--- config.mk ---
export PLATFORM = sky130hd
export DESIGN_NAME = dmem_port_arbiter
export DESIGN_NICKNAME = d
export VERILOG_FILES = /design/src/rtl/dmem_port_arbiter_pkg.sv /design/src/rtl/dmem_arb_pick.sv /design/src/rtl/dmem_port_arbiter.sv
export SDC_FILE = /design/constraint.sdc
export NUM_CORES = 1
export LEC_CHECK = 0
export BUFFER_PORTS_ARGS = -buffer_cell sky130_fd_sc_hd__buf_2
export CAP_MARGIN = 20
export CELL_PAD_IN_SITES_DETAIL_PLACEMENT = 1
export CELL_PAD_IN_SITES_GLOBAL_PLACEMENT = 1
export CORE_ASPECT_RATIO = 0.9
export CORE_MARGIN = 2
export CORE_UTILIZATION = 26
export DETAILED_ROUTE_END_ITERATION = 12
export GPL_TIMING_DRIVEN = 0
export PLACE_DENSITY = 0.89
export SETUP_SLACK_MARGIN = 0.02
export SLEW_MARGIN = 10
export SYNTH_ARGS = -nofsm -noshare
export SYNTH_HDL_FRONTEND = slang
export SYNTH_SLANG_ARGS = --single-unit
--- constraint.sdc ---
create_clock -name clk -period 2.3 [get_ports clk]
set_input_delay 0.345 -clock clk [delete_from_list [all_inputs] [get_ports clk]]
set_output_delay 0.345 -clock clk [all_outputs]
set_load 0.05 [all_outputs]
--- src/rtl/dmem_port_arbiter_pkg.sv ---
// Shared encodings for the DMEM port arbiter: FSM states, exclusion tags, DMEM load/store
// formats and the DMEM write-enable level.
package dmem_port_arbiter_pkg;

    typedef enum logic [1:0] {
        ARB_ST_IDLE = 2'd0,
        ARB_ST_OWN0 = 2'd1,
        ARB_ST_OWN1 = 2'd2
    } arb_state_e;

    // Port barred from the next idle arbitration after its locked run hit the hold cap.
    typedef enum logic [1:0] {
        EXCL_NONE = 2'd0,
        EXCL_M0   = 2'd1,
        EXCL_M1   = 2'd2
    } arb_excl_e;

    localparam logic [2:0] LOAD_SEL_W  = 3'd0;
    localparam logic [2:0] LOAD_SEL_H  = 3'd1;
    localparam logic [2:0] LOAD_SEL_B  = 3'd2;
    localparam logic [2:0] LOAD_SEL_HU = 3'd3;
    localparam logic [2:0] LOAD_SEL_BU = 3'd4;

    localparam logic [1:0] STORE_SEL_W = 2'd0;
    localparam logic [1:0] STORE_SEL_H = 2'd1;
    localparam logic [1:0] STORE_SEL_B = 2'd2;

    localparam logic MEM_WRITE = 1'b1;

    function automatic arb_state_e own_state(input logic port);
        return port ? ARB_ST_OWN1 : ARB_ST_OWN0;
    endfunction

    function automatic arb_excl_e excl_of(input logic port);
        return port ? EXCL_M1 : EXCL_M0;
    endfunction

endpackage

--- src/rtl/dmem_arb_pick.sv ---
// Combinational winner select for the DMEM arbiter: owner first, then idle arbitration.
// DMEM_ARB_RR_EN selects round-robin tie-break on last_win_i; otherwise m0 wins ties.
module dmem_arb_pick
    import dmem_port_arbiter_pkg::*;
(
    input  logic [1:0] req_i,
    input  arb_state_e state_i,
    input  arb_excl_e  excl_i,
`ifdef DMEM_ARB_RR_EN
    input  logic       last_win_i,
`endif
    output logic [1:0] gnt_o
);

    logic [1:0] elig;

    always_comb begin
        // The excluded port only sits out if the other one actually wants the port.
        elig = req_i;
        if ((excl_i == EXCL_M0) && req_i[1]) begin
            elig[0] = 1'b0;
        end
        if ((excl_i == EXCL_M1) && req_i[0]) begin
            elig[1] = 1'b0;
        end

        gnt_o = 2'b00;
        if ((state_i == ARB_ST_OWN0) && req_i[0]) begin
            gnt_o = 2'b01;
        end else if ((state_i == ARB_ST_OWN1) && req_i[1]) begin
            gnt_o = 2'b10;
        end else if (elig == 2'b11) begin
`ifdef DMEM_ARB_RR_EN
            gnt_o = last_win_i ? 2'b01 : 2'b10;
`else
            gnt_o = 2'b01;
`endif
        end else begin
            gnt_o = elig;
        end
    end

endmodule

--- src/rtl/dmem_port_arbiter.sv ---
// DMEM port arbiter: shares one data-memory port between m0 (core LSU) and m1 (debug/DMA loader).
// Build option DMEM_ARB_RR_EN: round-robin idle arbitration; default is fixed priority, m0 first.
module dmem_port_arbiter
    import dmem_port_arbiter_pkg::*;
#(
    parameter int MEM_DEPTH = 256,
    parameter int MAX_HOLD  = 16
) (
    input  logic        clk,
    input  logic        rst,

    input  logic        m0_req,
    input  logic        m0_lock,
    input  logic        m0_we,
    input  logic [31:0] m0_addr,
    input  logic [31:0] m0_wdata,
    input  logic [2:0]  m0_load_sel,
    input  logic [1:0]  m0_store_sel,
    output logic        m0_gnt,
    output logic        m0_rvalid,
    output logic [31:0] m0_rdata,
    output logic        m0_err,

    input  logic        m1_req,
    input  logic        m1_lock,
    input  logic        m1_we,
    input  logic [31:0] m1_addr,
    input  logic [31:0] m1_wdata,
    input  logic [2:0]  m1_load_sel,
    input  logic [1:0]  m1_store_sel,
    output logic        m1_gnt,
    output logic        m1_rvalid,
    output logic [31:0] m1_rdata,
    output logic        m1_err,

    output logic [31:0] mem_addr,
    output logic [31:0] mem_data_w,
    output logic [2:0]  mem_load_sel,
    output logic [1:0]  mem_store_sel,
    output logic        mem_wr_en,
    input  logic [31:0] mem_data_r
);

    localparam int               HOLD_W      = $clog2(MAX_HOLD);
    localparam logic [HOLD_W-1:0] HOLD_LAST  = HOLD_W'(MAX_HOLD - 1);
    localparam logic [29:0]      DEPTH_WORDS = 30'(MEM_DEPTH);

    arb_state_e        state_q, state_d;
    logic [HOLD_W-1:0] hold_q, hold_d;
    logic [HOLD_W-1:0] hold_base;
    arb_excl_e         excl_q, excl_d;
`ifdef DMEM_ARB_RR_EN
    logic              last_win_q, last_win_d;
`endif

    logic [1:0]  req;
    logic [1:0]  pick_gnt;
    logic [1:0]  gnt;
    logic        any_gnt;
    logic        win;
    logic        lock_w;
    logic        we_w;
    logic [31:0] addr_w;
    logic [31:0] wdata_w;
    logic [2:0]  lsel_w;
    logic [1:0]  ssel_w;
    logic        oor;

    assign req = {m1_req, m0_req};

    dmem_arb_pick u_pick (
        .req_i      (req),
        .state_i    (state_q),
        .excl_i     (excl_q),
`ifdef DMEM_ARB_RR_EN
        .last_win_i (last_win_q),
`endif
        .gnt_o      (pick_gnt)
    );

    // No access may be performed while reset is being sampled.
    assign gnt     = rst ? 2'b00 : pick_gnt;
    assign any_gnt = |gnt;
    assign win     = gnt[1];
    assign m0_gnt  = gnt[0];
    assign m1_gnt  = gnt[1];

    always_comb begin
        lock_w  = 1'b0;
        we_w    = 1'b0;
        addr_w  = '0;
        wdata_w = '0;
        lsel_w  = '0;
        ssel_w  = '0;
        if (gnt[0]) begin
            lock_w  = m0_lock;
            we_w    = m0_we;
            addr_w  = m0_addr;
            wdata_w = m0_wdata;
            lsel_w  = m0_load_sel;
            ssel_w  = m0_store_sel;
        end else if (gnt[1]) begin
            lock_w  = m1_lock;
            we_w    = m1_we;
            addr_w  = m1_addr;
            wdata_w = m1_wdata;
            lsel_w  = m1_load_sel;
            ssel_w  = m1_store_sel;
        end
    end

    assign oor           = (addr_w[31:2] >= DEPTH_WORDS);
    assign mem_addr      = addr_w;
    assign mem_data_w    = wdata_w;
    assign mem_load_sel  = lsel_w;
    assign mem_store_sel = ssel_w;
    assign mem_wr_en     = (any_gnt && we_w && !oor) ? MEM_WRITE : ~MEM_WRITE;

    always_comb begin
        state_d   = ARB_ST_IDLE;
        hold_d    = '0;
        excl_d    = EXCL_NONE;
        hold_base = '0;
        if (any_gnt) begin
            // Only a continuing owner carries its count; a fresh winner starts from zero.
            if (state_q == own_state(win)) begin
                hold_base = hold_q;
            end
            if (lock_w && (hold_base < HOLD_LAST)) begin
                state_d = own_state(win);
                hold_d  = hold_base + HOLD_W'(1);
            end else if (lock_w) begin
                excl_d = excl_of(win);
            end
        end
    end

`ifdef DMEM_ARB_RR_EN
    assign last_win_d = any_gnt ? win : last_win_q;
`endif

    always_ff @(posedge clk) begin
        if (rst) begin
            state_q    <= ARB_ST_IDLE;
            hold_q     <= '0;
            excl_q     <= EXCL_NONE;
`ifdef DMEM_ARB_RR_EN
            last_win_q <= 1'b1;
`endif
        end else begin
            state_q    <= state_d;
            hold_q     <= hold_d;
            excl_q     <= excl_d;
`ifdef DMEM_ARB_RR_EN
            last_win_q <= last_win_d;
`endif
        end
    end

    // Per-port response pipeline: loads and out-of-range accesses answer one cycle after gnt.
    for (genvar gi = 0; gi < 2; gi++) begin : g_resp
        logic        resp_d;
        logic        rvalid_q;
        logic        err_q;
        logic [31:0] rdata_q;

        assign resp_d = gnt[gi] && (oor || !we_w);

        always_ff @(posedge clk) begin
            if (rst) begin
                rvalid_q <= 1'b0;
                err_q    <= 1'b0;
                rdata_q  <= '0;
            end else begin
                rvalid_q <= resp_d;
                err_q    <= resp_d && oor;
                if (resp_d) begin
                    rdata_q <= oor ? 32'h0 : mem_data_r;
                end
            end
        end
    end

    assign m0_rvalid = g_resp[0].rvalid_q;
    assign m0_err    = g_resp[0].err_q;
    assign m0_rdata  = g_resp[0].rdata_q;
    assign m1_rvalid = g_resp[1].rvalid_q;
    assign m1_err    = g_resp[1].err_q;
    assign m1_rdata  = g_resp[1].rdata_q;

endmodule

==> run metrics <==
PortBufs 317; Final Hold Viols 0; setup violators final 7; grt ovf 0; GPL Wtd Cong 0.910; DIE HEIGHT 119 um; clock slew at reported path FFs 60 ps; CTS tree done; DR top layer met4; Slew Limit Fails 0; crit path max fanout 10; Worst VDD drop 0.342 mV; post-synthesis xor/xnor area fraction 0.00461; combinational family with the most area after synthesis compound AO/OA/AOI/OAI gates; post-synthesis register bit count 76; Max-Cap Viols 0; Post-Syn Instances 393; final non-filler cell total 937; Worst Max-Slew Pin Slew 629 ps; sequential area share after synthesis 0.400; drt wl/cell 23.2 um; largest net degree at the start of global routing 15; Clk Latency, worst-skew pair 330 ps; Top-Level Pins 318; Via density 5.20; number of synthesized flops with an enable pin 0; core area 0.0142 sq mm; post-synthesis cell type with the largest combined area dfxtp_1; Clock Path Buffers 2; DP Cell Count 903; post-synthesis area per instance 9.67 sq um; initial drt markers 287; Post-DP HPWL 16.8 mm; H-Tree Depth 3; Routed Antenna Nets 0; adder-cell share of the synthesized area 0.00329; First-pass DRT Iterations 4; met3 WL 1.57 mm; Crit Path Category reg2out; Layout area overhead 83.5%; worst reg2reg startpoint state_q[0]; Yosys cell types 43; mapped cell area 0.00380 sq mm; Compound-Gate Fraction of Synth Area 0.375; Clock Tree Root clkbuf_16; drt total wl 21.8 mm; failing checks negative setup slack; min-delay worst type in2reg; Met1 Wirelength 7.98 mm; vias in the first global route 5,216; Post-CTS Hold Fix Bufs 0; fraction of layout cells with a size suffix above 1 0.606; critical path arrival 1970 ps; Hold Path Origin mem_data_r[8]; crit end category primary output; Initial Util 0.268; Primary FF master, synth dfxtp_1; routed length on met2 11.2 mm; Crit path required time 1960 ps; TritonCTS buffer count 9; power density over the cells 530 mW/mm^2; max-slew headroom at the worst pin 0.581; reg-to-reg critical path endpoint m1_rdata[1]; Die W 131 um; # nets final 917; FFs w/ async S/R, synth 0; LEAKAGE 0.00328 uW; Critical Path End mem_load_sel[2]; row cnt 41; commonest cells in the synthesized netlist 79 x nor2_1, 76 x dfxtp_1, 69 x a22o_1; status finished, violations left; final core occ 0.493; cell depth of the worst flop-to-flop path 8; fmax 432 MHz; Die ar. 0.0156 sq mm; proportion of synthesized area in mux cells 0.00362; clock sink count 76; Synth Warn # 0; clock period minus worst slack 2310 ps; first-pass GRT wire length 32.0 mm; RSZ-0062 raised after global routing true; clk_skew 6.02 ps; antenna violations before repair 1; drc violations 0; worst reg-to-reg setup slack 60 ps; simple-gate portion of the synthesized area 0.143; Post-Syn Nets 572; Final WS setup -12.2 ps; CP startpoint state_q[0]; area share of the largest cell type after synthesis 0.400; startpoint types flip-flop; largest cells by area after synthesis dfxtp_1 40%, a22o_1 16%, a22oi_2 9.9%; Final Cycle Share 1.01; count leader, synth nor2_1; vias 4,873; Total GRT Usage 0.268
==> power by group <==
part	leakage [uW]	switching [uW]	internal, uW
Sequential	0.000614	3.88	1320
Combinational	0.00253	635	428
Clock	0.000132	572	733
==> worst min-delay path by stage <==
stage	depth (start not counted)	end	slack, ps
floorplan	2	m0_rdata[10]	480
global placement	2	m1_rdata[26]	460
detailed placement	2	m1_rdata[25]	470
CTS	3	m0_rdata[8]	250
global route	3	m0_rdata[15]	270
finish	3	m0_rdata[8]	260
==> sequential cells by signal (all words and copies together), names as in the netlist <==
register and cells:
m0_rvalid 1, hold_q 4, excl_q 2, m0_rdata 32, m1_rdata 32, state_q 2, m1_err 1, m0_err 1
m1_rvalid 1
==> routing by layer <==
metal | vias to the layer above | global-route usage
li1 | 2203 | -
met1 | 2373 | 0.293
met3 | 56 | 0.0699
met2 | 241 | 0.481
met4 | 0 | 0.134
met5 | - | 0
==> stage by stage <==
stage | power [uW] | worst slack, ps | TNS, ps | area [sq um] | hold WS (ps)
final | 3690 | -12.2 | -49.2 | 6970 | 262
after CTS | 3680 | -16.1 | -114 | 6730 | 252
after floorplan | 1840 | -27.0 | -27.0 | 3820 | 480
after detailed placement | 2190 | -592 | -39930 | 5640 | 475
after global placement | 2180 | -568 | -36740 | 5640 | 461
after global routing | 3820 | -84.9 | -3830 | 6970 | 272
==> worst max-delay path, stage by stage, from the launching register on <==
cell and delay (ps):
dfxtp_4 390, and3b_1 190, a311o_1 290, buf_6 170, inv_12 90, clkbuf_16 150
a22o_1 170, buf_6 180
==> cell type report <==
type	count	area [sq um]
sequential	76	1530
buffer	40	515
timing repair buffer	333	2200
clock buffer	9	225
multi-input combinational	271	2170
inverter	6	35.0
timing repair inverter	1	11.3
antenna	1	2.50
tap	193	241
clock inverter	7	51.3
fill	1683	7180
==> placed cells by master (no fill, tap or decap), types with 3 or more instances in the layout <==
| cell | synthesis | routed |
|---|---|---|
| buf_6 | 10 | 81 |
| a32oi_2 | 0 | 6 |
| inv_1 | 5 | 4 |
| nand2_1 | 7 | 6 |
| a32oi_1 | 32 | 26 |
| clkbuf_1 | 22 | 7 |
| a22o_4 | 0 | 6 |
| buf_4 | 4 | 13 |
| clkbuf_16 | 0 | 17 |
| buf_12 | 0 | 3 |
| buf_8 | 0 | 9 |
| dfxtp_1 | 76 | 74 |
| a22o_2 | 0 | 5 |
| nor4_1 | 10 | 10 |
| nand3_1 | 4 | 4 |
| nor2_1 | 79 | 79 |
| a22o_1 | 69 | 58 |
| buf_2 | 4 | 249 |
| a22oi_2 | 30 | 30 |
==> timing repair <==
action / CTS / global route
setup buffers: 9 / 4
cloned: 1 / 3
pin swaps: 19 / 36
setup endpoints to repair: 103 / 106
gates resized for setup: 209 / 36
==> kinds of logic after synthesis <==
family	count (synthesis)
AOI/OAI and AO/OA	147
adders and majority gates	1
muxes	1
buffers and inverters	46
xor gates and xnor gates	2
DFF	76
and+or+nand+nor	120
(Power assumes the default switching activity.)
